`src/rtl/rainbow_gen.sv`:
```
// rainbow_gen: free-running hue-wheel colour source for the WS2812 pixel
// serializer. A prescaler paces hue steps; each step advances an 8-bit ramp
// whose carry moves through six colour segments. The raw colour is scaled by
// a global brightness and presented on registered r/g/b bytes.
module rainbow_gen #(
    parameter int unsigned STEP_TICKS = 4,   // clock cycles per hue step, >= 1
    parameter int unsigned STEP_SIZE  = 64   // ramp increment per step, 1..255
) (
    input  logic       clk,
    input  logic       rst,
    input  logic       en,
    input  logic [7:0] brightness,
    output logic [7:0] r,
    output logic [7:0] g,
    output logic [7:0] b,
    output logic       wrap
);

    // Prescaler width; a single tick per step still needs one bit of counter.
    localparam int unsigned     CNT_W    = (STEP_TICKS > 1) ? $clog2(STEP_TICKS) : 1;
    localparam logic [CNT_W-1:0] CNT_MAX  = CNT_W'(STEP_TICKS - 1);
    localparam logic [8:0]       STEP_INC = 9'(STEP_SIZE);

    // Hue wheel segments: red->yellow->green->cyan->blue->magenta->red.
    localparam logic [2:0] SEG_0 = 3'd0;
    localparam logic [2:0] SEG_1 = 3'd1;
    localparam logic [2:0] SEG_2 = 3'd2;
    localparam logic [2:0] SEG_3 = 3'd3;
    localparam logic [2:0] SEG_4 = 3'd4;
    localparam logic [2:0] SEG_5 = 3'd5;

    logic [CNT_W-1:0] cnt_q, cnt_d;
    logic [2:0]       seg_q, seg_d;
    logic [7:0]       v_q, v_d;
    logic [7:0]       r_q, r_d;
    logic [7:0]       g_q, g_d;
    logic [7:0]       b_q, b_d;
    logic             wrap_q, wrap_d;

    logic             step;
    logic [8:0]       sum;
    logic [7:0]       raw_r, raw_g, raw_b;
    logic [8:0]       bright_p1;

    // Prescaler and hue stepping: ramp carry advances the segment.
    always_comb begin
        // NOTE: every signal written here gets a default first, so no latch is inferred.
        cnt_d  = cnt_q;
        seg_d  = seg_q;
        v_d    = v_q;
        wrap_d = 1'b0;
        step   = 1'b0;
        sum    = {1'b0, v_q} + STEP_INC;

        if (en) begin
            if (cnt_q == CNT_MAX) begin
                cnt_d = '0;
                step  = 1'b1;
            end else begin
                cnt_d = cnt_q + CNT_W'(1);
            end
        end

        if (step) begin
            // The remainder carries into the next segment rather than restarting at 0.
            v_d = sum[7:0];
            if (sum[8]) begin
                if (seg_q == SEG_5) begin
                    seg_d  = SEG_0;
                    wrap_d = 1'b1;
                end else if (seg_q > SEG_5) begin
                    seg_d  = SEG_0;
                end else begin
                    seg_d  = seg_q + 3'd1;
                end
            end
        end
    end

    // Raw colour decode from segment and ramp; unused codes decode as segment 0.
    always_comb begin
        raw_r = 8'd255;
        raw_g = v_q;
        raw_b = 8'd0;
        case (seg_q)
            SEG_0: begin
                raw_r = 8'd255;
                raw_g = v_q;
                raw_b = 8'd0;
            end
            SEG_1: begin
                raw_r = 8'd255 - v_q;
                raw_g = 8'd255;
                raw_b = 8'd0;
            end
            SEG_2: begin
                raw_r = 8'd0;
                raw_g = 8'd255;
                raw_b = v_q;
            end
            SEG_3: begin
                raw_r = 8'd0;
                raw_g = 8'd255 - v_q;
                raw_b = 8'd255;
            end
            SEG_4: begin
                raw_r = v_q;
                raw_g = 8'd0;
                raw_b = 8'd255;
            end
            SEG_5: begin
                raw_r = 8'd255;
                raw_g = 8'd0;
                raw_b = 8'd255 - v_q;
            end
            default: ;
        endcase
    end

    // Brightness scaling: raw * (brightness + 1) in 17 bits, keep bits 15:8,
    // so full brightness reproduces raw exactly and zero gives black.
    always_comb begin
        bright_p1 = {1'b0, brightness} + 9'd1;
        r_d = 8'(({9'd0, raw_r} * {8'd0, bright_p1}) >> 8);
        g_d = 8'(({9'd0, raw_g} * {8'd0, bright_p1}) >> 8);
        b_d = 8'(({9'd0, raw_b} * {8'd0, bright_p1}) >> 8);
    end

    // State and output registers with synchronous reset overriding enable.
    always_ff @(posedge clk) begin
        // NOTE: non-blocking assignments, so every flop samples pre-edge values.
        if (rst) begin
            cnt_q  <= '0;
            seg_q  <= SEG_0;
            v_q    <= 8'd0;
            r_q    <= 8'd0;
            g_q    <= 8'd0;
            b_q    <= 8'd0;
            wrap_q <= 1'b0;
        end else begin
            cnt_q  <= cnt_d;
            seg_q  <= seg_d;
            v_q    <= v_d;
            r_q    <= r_d;
            g_q    <= g_d;
            b_q    <= b_d;
            wrap_q <= wrap_d;
        end
    end

    assign r    = r_q;
    assign g    = g_q;
    assign b    = b_q;
    assign wrap = wrap_q;

endmodule

```
`config.mk`:
```
export PLATFORM = sky130hd
export DESIGN_NAME = rainbow_gen
export DESIGN_NICKNAME = d
export VERILOG_FILES = /design/src/rtl/rainbow_gen.sv
export SDC_FILE = /design/constraint.sdc
export NUM_CORES = 1
export LEC_CHECK = 0
export ABC_AREA = 0
export BUFFER_PORTS_ARGS = -buffer_cell sky130_fd_sc_hd__buf_2
export CAP_MARGIN = 20
export CORE_MARGIN = 1
export CORE_UTILIZATION = 35
export DETAILED_ROUTE_END_ITERATION = 12
export GPL_TIMING_DRIVEN = 0
export SLEW_MARGIN = 40
export SYNTH_ARGS = -nofsm -noshare
export SYNTH_HDL_FRONTEND = slang
export SYNTH_SLANG_ARGS = --single-unit
```
`constraint.sdc`:
```
create_clock -name clk -period 6.2 [get_ports clk]
set_input_delay 1.24 -clock clk [delete_from_list [all_inputs] [get_ports clk]]
set_output_delay 1.24 -clock clk [all_outputs]
set_load 0.01 [all_outputs]
```
# Word level (Yosys, flattened, before mapping)
# Index checks and enable logic that the tools add are counted.
# word_totals
ff_bits,38
input_bits,11
output_inout_bits,25
elab_cells,39
# op_classes
add_sub_neg,5
n_mul,3
magnitude_cmp,1
n_eq_ne,6
n_mux,9
n_bitwise,2
n_reduce_logical,6
# ops
operator,n
8-bit one-hot mux with 3 select lines,3
8-bit by 9-bit multiplier with 16-bit output,3
"8-bit by 1-bit adder with 9-bit output, second input constant",1
"8-bit by 7-bit adder with 9-bit output, second input constant",1
2-bit OR reduction,4
"8-bit subtractor, first input constant",1
"3-bit by 2-bit == test with 1-bit output, second input constant",2
"3-bit == test, second input constant",2
3-bit two-way mux,2
"3-bit by 1-bit adder with 3-bit output, second input constant",1
"3-bit by 1-bit == test with 1-bit output, second input constant",1
"3-bit greater-than comparator, second input constant",1
1-bit two-way mux,3
3-bit OR reduction,1
"2-bit by 1-bit adder with 2-bit output, second input constant",1
"2-bit == test, second input constant",1
2-bit two-way mux,1
1-bit NOT,2
2-bit AND reduction,1

# Depth between registers and ports, before layout
# Gate-level depths: netlist of the first run.
# depth
depth_word,5
ltp_mapped,24
mapped_depth_nobuf,22

# Worst setup path before layout of the first run
# OpenSTA, ideal clock, no wires.
# synth_timing
path_kind,input to register
start,in brightness[0]
end,reg g_q[4] (netlist: g[4])
setup_ns,0.128
arrival_time_ns,5.766
t_required_ns,6.072
setup_slack_ns,0.306
path_stages,19
path_buffers,0
path_cell_list,ha_1 -> nand2_1 -> nor2_1 -> xor2_1 -> nand2_1 -> inv_1 -> fa_1 -> fa_1 -> fa_1 -> inv_1 -> fa_1 -> inv_1 -> ha_1 -> a21o_1 -> a21oi_1 -> o31ai_4 -> a31oi_1 -> xor2_1 -> nor2_1
# synth_between
elab_chain_len,2
# synth_lines
item,line,source
from (decl),12,"input logic [7:0] brightness,"
8-bit by 1-bit adder with 9-bit output,123,"bright_p1 = {1'b0, brightness} + 9'd1;"
8-bit by 9-bit multiplier with 16-bit output,125,"g_d = 8'(({9'd0, raw_g} * {8'd0, bright_p1}) >> 8);"
to (signal assigned),145,g_q <= g_d;
to (decl),36,"logic [7:0] g_q, g_d;"
# Every way passes these cells.
# A chain may end at the register's enable or synchronous reset.

# Final worst setup path of the first run
# layout_timing
start,in brightness[0]
end,reg r_q[6] (netlist: r[6])
# layout_between
elab_chain_len,2
# layout_lines
item,line,source
8-bit by 1-bit adder with 9-bit output,123,
8-bit by 9-bit multiplier with 16-bit output,124,"r_d = 8'(({9'd0, raw_r} * {8'd0, bright_p1}) >> 8);"
to (signal assigned),144,r_q <= r_d;
to (decl),35,"logic [7:0] r_q, r_d;"
# Every way passes these cells.

==> results of run 1 <==
==> area by class of cell <==
class,count,share of cell area [%]
Timing Repair Buffer,39,2.61
Tap cell,270,4.20
Clock inverter,3,0.528
Buffer,12,0.855
Antenna cell,1,0.0311
Inverter,212,9.88
Multi-Input combinational cell,532,72.4
Sequential cell,32,7.96
Clock buffer,5,1.55
==> per-stage QoR <==
stage          setup WS (ns)  setup TNS (ns)  util (%)  hold WS, ns
5_1_grt              -0.0354         -0.0482      39.8        0.543
4_1_cts               0.0157               0      39.1        0.510
2_1_floorplan          0.306               0         -        0.465
3_5_place_dp          -0.505           -5.88      38.1        0.495
3_3_place_gp          -0.548           -5.92      38.1        0.481
6_report               0.267               0      39.8        0.500
==> placed cells by master, fill, tap and decap left out, drive strengths merged, types with 15 or more instances in the layout <==
cell	count
fa	120
inv	212
buf	44
xnor2	30
ha	104
nand2	36
a21oi	21
dfxtp	32
nor2	76
xor2	15
==> layer usage <==
| metal | share of wire [%] | global-route usage [%] | vias to the layer above |
|---|---|---|---|
| li1 | - | - | 2514 |
| met1 | 48 | 19.8 | 2510 |
| met2 | 48 | 24.0 | 51 |
| met3 | 2.9 | 1.76 | 10 |
| met4 | 1.0 | 2.84 | 0 |
| met5 | 0 | 0 | - |
==> flip-flops by register name, indices dropped and copies added, names as in the netlist <==
name and flops:
v_q 2, g 8, cnt_q 2, seg_q 3, b 8, wrap 1
r 8
==> logic make-up after synthesis <==
group | count (synthesis) | synth area share, %
mux | 2 | 0.278
xor+xnor | 45 | 5.57
compound gates | 92 | 10.3
fa+ha+maj | 224 | 51.4
simple gates | 169 | 11.5
buf+inv | 224 | 12.0
flops | 32 | 8.89
==> path summary, 6_finish.rpt <==
kind	startpoint	slack [ns]	end	depth (start not counted)
worst max-delay path	brightness[0]	0.27	r[6]	20
worst min-delay path	cnt_q[1]	0.50	cnt_q[1]	2
worst max register to register	seg_q[2]	0.38	r[6]	24
worst min register to register	cnt_q[1]	0.50	cnt_q[1]	2
==> report_power, final <==
group          total (mW)  leakage [nW]  internal (mW)  switching, mW
Sequential          0.239         0.260          0.235        0.00423
Clock               0.291        0.0798          0.189          0.102
Combinational        1.14          4.03          0.499          0.643
Total                1.67          4.37          0.922          0.749
==> critical path, delay by kind of cell <==
family	cells	cell delay, ns
simple gates	3	0.35
fa+ha+maj	5	2.53
xor+xnor	2	0.68
compound gates	4	0.75
buf+inv	6	0.53
==> timing repair <==
| item | 4_1_cts | 5_1_grt |
|---|---|---|
| buffers inserted | 2 | 4 |
| pin swaps | 1 | 2 |
| gates resized for setup | 4 | 25 |
| setup endpoints to repair | 11 | 16 |
==> impl_metrics.env, run 1 <==
export IMPL_status="finished with violations"
export IMPL_violations="DRC"
export IMPL_area_growth_syn_to_layout_pct=11.7
export IMPL_cp_start_kind="input port"
export IMPL_clock_sinks=32
export IMPL_power_leakage_nw=4.37
export IMPL_vias_per_cell=4.60
export IMPL_ff_latch_area_um2=641
export IMPL_yosys_top_cells_count="inv_1 (212), fa_1 (120), ha_1 (104)"
export IMPL_synth_cell_types=61
export IMPL_grt_max_degree=12
export IMPL_dpl_hpwl_mm=12.1
export IMPL_synth_seq_area_share_pct=8.89
export IMPL_peakVddDrop_uv=206
export IMPL_crit_slowest_cell="fa_1"
export IMPL_yosys_area_top_type="fa_1"
export IMPL_critPathArrivalTime_ns=6.09
export IMPL_start_util_pct=35.6
export IMPL_layout_drive_gt1_share_pct=13.3
export IMPL_synth_edf_count=0
export IMPL_yosysMostFrequentCell="inv_1"
export IMPL_rsz0062_at_grt="yes"
export IMPL_die_h_um=145
export IMPL_synth_seq_cells=32
export IMPL_vias=5085
export IMPL_finalNonFillerCells=1106
export IMPL_overflow=0
export IMPL_powerDensity_nw_per_um2=208
export IMPL_criticalPathCategory="in -> reg"
export IMPL_cts_buffer_depth=2
export IMPL_firstDrtPassIters=8
export IMPL_drv_slew=0
export IMPL_fillers=2037
export IMPL_finalSetupViolCount=0
export IMPL_finalPower_mw=1.67
export IMPL_placed_area_um2=7710
export IMPL_period_share_pct=95.7
export IMPL_cts_tree="done"
export IMPL_synth_area_um2=7210
export IMPL_clkTransAtPathRegs_ns=0.06
export IMPL_routabilityCongestion=0.798
export IMPL_drv_cap=0
export IMPL_fp_dieW_um=145
export IMPL_synthCells=788
export IMPL_nNetsFinal=1069
export IMPL_slowest_delay_ns=0.55
export IMPL_multi_input_area_um2=5830
export IMPL_grt_pass1_vias=5169
export IMPL_cts_made_buffers=5
export IMPL_rows=52
export IMPL_async_reset_ff_share_pct=0
export IMPL_yosysTopAreaCellShare_pct=33.3
export IMPL_post_drt_wl_per_cell_um=12.6
export IMPL_period_needed_ns=5.93
export IMPL_grt_usage_pct=14.3
export IMPL_antenna_found_initial=0
export IMPL_fin_area_um2=8050
export IMPL_max_freq_mhz=169
export IMPL_io_pins=36
export IMPL_yosys_top_cells_area="fa_1 (33%), ha_1 (18%), inv_1 (11%), dfxtp_1 (8.9%), nor2_1 (3.9%)"
export IMPL_initialDrtViolationCount=240
export IMPL_ant_nets=0
export IMPL_drc=2
export IMPL_h_tree_depth=2
export IMPL_holdCritPathClass="reg -> reg"
export IMPL_path_max_fanout=10
export IMPL_relSlewSlack_pct=44.6
export IMPL_clock_skew_ns=0.00497
export IMPL_worst_pin_slew_ns=0.831
export IMPL_die_area_um2=21200
export IMPL_avgSynthCellArea_um2=9.14
export IMPL_port_buffers=33
export IMPL_drt_wl_total_mm=13.9
export IMPL_ys_flop_type="dfxtp_1"
export IMPL_cts_root_buf="clkbuf_16"
export IMPL_crit_chain="buf_2, buf_2, nand3_2, xor2_1, nor2_1, fa_1, inv_1, fa_1, inv_1, fa_1, inv_1, fa_1, inv_1, ha_1, o21a_1, o21ai_0, a21boi_0, o22ai_1, xor2_1, nor2_1"
export IMPL_syn_nets=1023
export IMPL_clk_latency_ns=0.29
export IMPL_placeableCoreArea_um2=20200
export IMPL_ys_warn_count=0
export IMPL_holdBufCountCts=0
export IMPL_grt_pass1_wl_mm=24.5
export IMPL_required_ns=6.36
export IMPL_dp_cells=1091
export IMPL_finalHoldViolCount=0
export IMPL_end_kind="flop"
Note: power is estimated with default switching activity, not from simulation.
==> run 2: changes to the inputs <==
CORE_UTILIZATION = 30   (was 35)
==> run 2 against run 1 <==
  * Utilization is 5.3 points lower
  * Global-route usage fell by 1.1 points
  * Die area rose by 16%
  * The run now ends clean
  * Register-to-register slack improved by 0.07 ns
  * Worst setup slack gained 0.013 ns
  * Highest routed layer unchanged
  * Maximum frequency up 0.22%
  * Final cell count rose by 4.4%
  * First-iteration DRC count down 20%
  * Flip-flop and latch count did not move
  * Non-clock buffer count stayed put
  * Clock power is 6% higher
==> impl_metrics.env, run 2 (synthesized netlist as in run 1, its figures left out) <==
export IMPL_drc=0
export IMPL_finalHoldViolCount=0
export IMPL_clock_sinks=32
export IMPL_drv_cap=0
export IMPL_power_share_switching_pct=45.5
export IMPL_grt_pass1_wl_mm=25.5
export IMPL_fin_tns_setup_ns=0
export IMPL_firstDrtPassIters=4
export IMPL_max_freq_mhz=169
export IMPL_period_needed_ns=5.92
export IMPL_cts_root_buf="clkbuf_16"
export IMPL_cts_made_buffers=5
export IMPL_hold_start="cnt_q[1]"
export IMPL_switchingPower_uw=772
export IMPL_h_tree_depth=2
export IMPL_gr_usage_met2_pct=22.0
export IMPL_drt_wl_total_mm=14.5
export IMPL_r2r_slack_ns=0.45
export IMPL_use_met3_pct=1.95
export IMPL_area_growth_syn_to_layout_pct=12.6
export IMPL_layout_commonest_cell="inv_1"
export IMPL_port_buffers=33
export IMPL_end_kind="flop"
export IMPL_routabilityCongestion=0.815
export IMPL_worst_pin_slew_ns=0.698
export IMPL_grt_pass1_vias=5266
export IMPL_reg2reg_from="seg_q[2]"
export IMPL_p_seq_share_pct=14.1
export IMPL_layout_setup_ws_ns=0.280
export IMPL_finalSetupViolCount=0
export IMPL_met1_usage_pct=17.7
export IMPL_clock_skew_ns=0.00747
export IMPL_path_max_fanout=5
export IMPL_p_comb_share_pct=67.8
export IMPL_power_leakage_nw=4.35
export IMPL_vias_per_cell=4.36
export IMPL_initialDrtViolationCount=193
export IMPL_fillers=2488
export IMPL_rsz0062_at_grt="yes"
export IMPL_clkTransAtPathRegs_ns=0.06
export IMPL_post_drt_wl_per_cell_um=12.5
export IMPL_vias=5038
export IMPL_dp_cells=1140
export IMPL_peakVddDrop_uv=231
export IMPL_cts_buffer_depth=2
export IMPL_relSlewSlack_pct=53.1
export IMPL_finalNonFillerCells=1155
export IMPL_die_h_um=157
export IMPL_fin_hold_ws_ns=0.508
export IMPL_grt_max_degree=11
export IMPL_cts_tree="done"
export IMPL_drv_slew=0
export IMPL_pwr_share_clk_pct=18.2
export IMPL_overflow=0
export IMPL_nNetsFinal=1069
export IMPL_ant_nets=0
export IMPL_clk_latency_ns=0.30
export IMPL_powerDensity_nw_per_um2=209
export IMPL_critPathArrivalTime_ns=6.08
export IMPL_layout_drive_gt1_share_pct=12.9
export IMPL_worstSetupStartpoint="brightness[1]"
export IMPL_antenna_found_initial=1
export IMPL_criticalPathCategory="in -> reg"
export IMPL_finalPower_mw=1.70
export IMPL_cp_start_kind="input port"
export IMPL_final_cell_mix="inv_1 (208), fa_1 (120), ha_1 (103)"
export IMPL_rows=56
export IMPL_die_area_um2=24600
export IMPL_status="finished clean"
export IMPL_fp_dieW_um=157
export IMPL_start_util_pct=30.6
export IMPL_pre_cts_ws_ns=-0.471
export IMPL_period_share_pct=95.5
export IMPL_placeableCoreArea_um2=23500
export IMPL_holdBufCountCts=0
export IMPL_grt_usage_pct=13.1
export IMPL_p_int_uw=925
export IMPL_dpl_hpwl_mm=12.4
export IMPL_holdCritPathClass="reg -> reg"
export IMPL_required_ns=6.36
export IMPL_io_pins=36
export IMPL_top_usage_layer="met2"
==> run 2: cell count changes in the layout (fill, tap and decap cells not counted), sizes merged <==
cell / change
buf: -1
clkbuf: +2
clkinvlp: +1
inv: -2
==> run 2: routing by layer <==
| metal | part of all wire [%] | up-vias |
|---|---|---|
| li1 | - | 2517 |
| met1 | 46 | 2435 |
| met4 | 1.3 | 0 |
| met3 | 3.7 | 11 |
| met5 | 0 | - |
| met2 | 49 | 75 |
==> run 2: worst paths after layout <==
path | depth (start not counted) | end
max | 21 | r[7]
min | 2 | cnt_q[1]
max reg2reg | 21 | r[7]
min reg2reg | 2 | cnt_q[1]
==> run 2: repair_timing <==
item / 4_1_cts / 5_1_grt
gates resized for setup: 7 / 21
setup buffers: 0 / 6
pin swaps: 0 / 2
setup endpoints to repair: 9 / 18
==> run 2: power groups by stage <==
| stage | logic, mW | clock network [mW] | registers [mW] |
|---|---|---|---|
| after global routing | 1.33 | 0.325 | 0.242 |
| after floorplan | 0.923 | 0 | 0.256 |
| final | 1.15 | 0.308 | 0.239 |
| after global placement | 1.13 | 0 | 0.244 |
| after CTS | 1.15 | 0.319 | 0.239 |
| after detailed placement | 1.14 | 0 | 0.244 |
==> run 2: critical path, cell delays in order <==
cell	delay, ns
buf_2	0.12
ha_1	0.29
nand2_1	0.10
nor2_2	0.20
xor2_2	0.19
buf_4	0.15
nand2_2	0.11
fa_1	0.56
inv_1	0.05
fa_1	0.47
fa_1	0.54
inv_1	0.05
fa_1	0.53
inv_1	0.04
ha_1	0.35
a21o_1	0.23
a21oi_1	0.25
o31ai_4	0.16
a31oi_2	0.22
xnor2_1	0.14
nor2_1	0.06
==> run 2: cell type report <==
class                      instances  area [um2]  area share [%]
antenna                            1        2.50          0.0309
buffer                            12        71.3           0.879
clock buffer                       6         129            1.59
clock inverter                     2        35.0           0.432
inverter                         212         803            9.90
multi-input combinational        532        5820            71.8
sequential                        32         641            7.90
tap                              319         399            4.92
timing repair buffer              39         210            2.59
==> run 2: through the flow <==
step | utilization [%] | cell area [um2]
floorplan | - | 7210
global placement | 33.0 | 7770
detailed placement | 33.0 | 7770
CTS | 33.9 | 7970
global route | 34.4 | 8110
finish | 34.4 | 8110
==> run 3: changes to the inputs <==
clock period = 7.2 ns   (was 6.2 ns; I/O delays follow)
==> run 3 against run 2 <==
  * Die area unchanged
  * Power shrank 14%
  * Final cell count down 0.52%
  * Combinational power down 15%
  * Utilization decreased by 0.74 points
  * Critical path type unchanged
  * Critical endpoint is now g[6]
  * Largest power group unchanged
  * Highest routed layer unchanged
==> impl_metrics.env, run 3 (synthesized netlist as in run 1, its figures left out) <==
export IMPL_cts_root_buf="clkbuf_16"
export IMPL_cts_tree="done"
export IMPL_port_buffers=33
export IMPL_r2r_slack_ns=1.40
export IMPL_worst_pin_slew_ns=0.735
export IMPL_dpl_hpwl_mm=12.4
export IMPL_layout_drive_gt1_share_pct=9.53
export IMPL_max_freq_mhz=153
export IMPL_post_drt_wl_per_cell_um=12.5
export IMPL_peakVddDrop_uv=199
export IMPL_routabilityCongestion=0.815
export IMPL_finalPower_mw=1.45
export IMPL_cts_setup_buffers=0
export IMPL_clock_sinks=32
export IMPL_antenna_found_initial=1
export IMPL_cp_start_kind="input port"
export IMPL_holdBufCountCts=0
export IMPL_cp_endpoint="g[6]"
export IMPL_period_share_pct=90.9
export IMPL_grt_pass1_wl_mm=25.5
export IMPL_io_pins=36
export IMPL_finalNonFillerCells=1149
export IMPL_rsz0062_at_grt="no"
export IMPL_area_growth_syn_to_layout_pct=10.1
export IMPL_criticalPathCategory="in -> reg"
export IMPL_relSlewSlack_pct=50.7
export IMPL_drv_cap=0
export IMPL_die_area_um2=24600
export IMPL_reg2reg_from="seg_q[2]"
export IMPL_initialDrtViolationCount=195
export IMPL_clkTransAtPathRegs_ns=0.07
export IMPL_dp_cells=1140
export IMPL_rr_endpoint="r[7]"
export IMPL_fin_tns_setup_ns=0
export IMPL_rows=56
export IMPL_path_max_fanout=10
export IMPL_critPathArrivalTime_ns=6.71
export IMPL_cts_buffer_depth=2
export IMPL_end_kind="flop"
export IMPL_nNetsFinal=1063
export IMPL_required_ns=7.37
export IMPL_overflow=0
export IMPL_vias=5014
export IMPL_finalHoldViolCount=0
export IMPL_h_tree_depth=2
export IMPL_holdCritPathClass="reg -> reg"
export IMPL_fin_hold_ws_ns=0.508
export IMPL_layout_commonest_cell="inv_1"
export IMPL_fp_dieW_um=157
export IMPL_period_needed_ns=6.55
export IMPL_vias_per_cell=4.36
export IMPL_cts_repair_resized=0
export IMPL_placeableCoreArea_um2=23500
export IMPL_firstDrtPassIters=4
export IMPL_cts_made_buffers=5
export IMPL_fin_area_um2=7940
export IMPL_drt_wl_total_mm=14.3
export IMPL_final_cell_mix="inv_1 (212), fa_1 (120), ha_1 (104)"
export IMPL_worstSetupStartpoint="brightness[0]"
export IMPL_clk_latency_ns=0.30
export IMPL_finalSetupViolCount=0
export IMPL_status="finished clean"
export IMPL_reg2regPathDepth=21
export IMPL_grt_pass1_vias=5272
export IMPL_grt_usage_pct=13.1
export IMPL_ant_nets=0
export IMPL_power_leakage_nw=4.32
export IMPL_clock_skew_ns=0.00718
export IMPL_die_h_um=157
export IMPL_grt_max_degree=11
export IMPL_drc=0
export IMPL_drv_slew=0
export IMPL_placed_area_um2=7770
export IMPL_start_util_pct=30.6
export IMPL_powerDensity_nw_per_um2=183
[run 3: layer usage]
metal	GRT usage [%]	wire length [um]	vias up
li1	-	-	2504
met1	17.6	6640	2431
met2	22.0	7050	65
met3	1.95	445	14
met4	3.27	184	0
met5	0	0	-
[run 3: critical path, cell delays in order]
cell	delay, ns
buf_2	0.10
buf_2	0.24
nand3_2	0.16
nor2_1	0.21
xnor2_1	0.23
nor2_1	0.43
inv_1	0.24
fa_1	0.52
fa_1	0.55
inv_1	0.06
fa_1	0.54
inv_1	0.06
fa_1	0.53
inv_1	0.04
ha_1	0.41
o21a_1	0.22
o21ai_0	0.19
a21boi_0	0.13
o22ai_1	0.19
xor2_1	0.17
nor2_1	0.05
[run 3: stage by stage]
step                      setup slack (ns)  util [%]
after global routing                 0.170      33.7
after floorplan                       1.11         -
after CTS                            0.604      33.7
after global placement               0.282      33.0
final                                0.653      33.7
after detailed placement             0.329      33.0
[run 3: cell type report]
type	count	area [um2]
Timing Repair Buffer	33	165
Fill cell	2511	15600
Tap cell	319	399
Buffer	12	68.8
Sequential cell	32	641
Inverter	212	796
Antenna cell	1	2.50
Multi-Input combinational cell	532	5700
Clock inverter	2	35.0
Clock buffer	6	129
[run 3: worst min-delay path by stage]
stage | from | to | cells past startpoint
after CTS | cnt_q[1] | cnt_q[1] | 2
after global placement | cnt_q[1] | cnt_q[1] | 2
after floorplan | cnt_q[1] | cnt_q[1] | 2
after detailed placement | cnt_q[1] | cnt_q[1] | 2
after global routing | cnt_q[1] | cnt_q[1] | 2
final | cnt_q[1] | cnt_q[1] | 2
[run 3: report_power, final]
| part | internal [mW] | switching [mW] | total [mW] |
|---|---|---|---|
| clock network | 0.163 | 0.102 | 0.265 |
| registers | 0.202 | 0.00375 | 0.206 |
| logic | 0.427 | 0.556 | 0.983 |
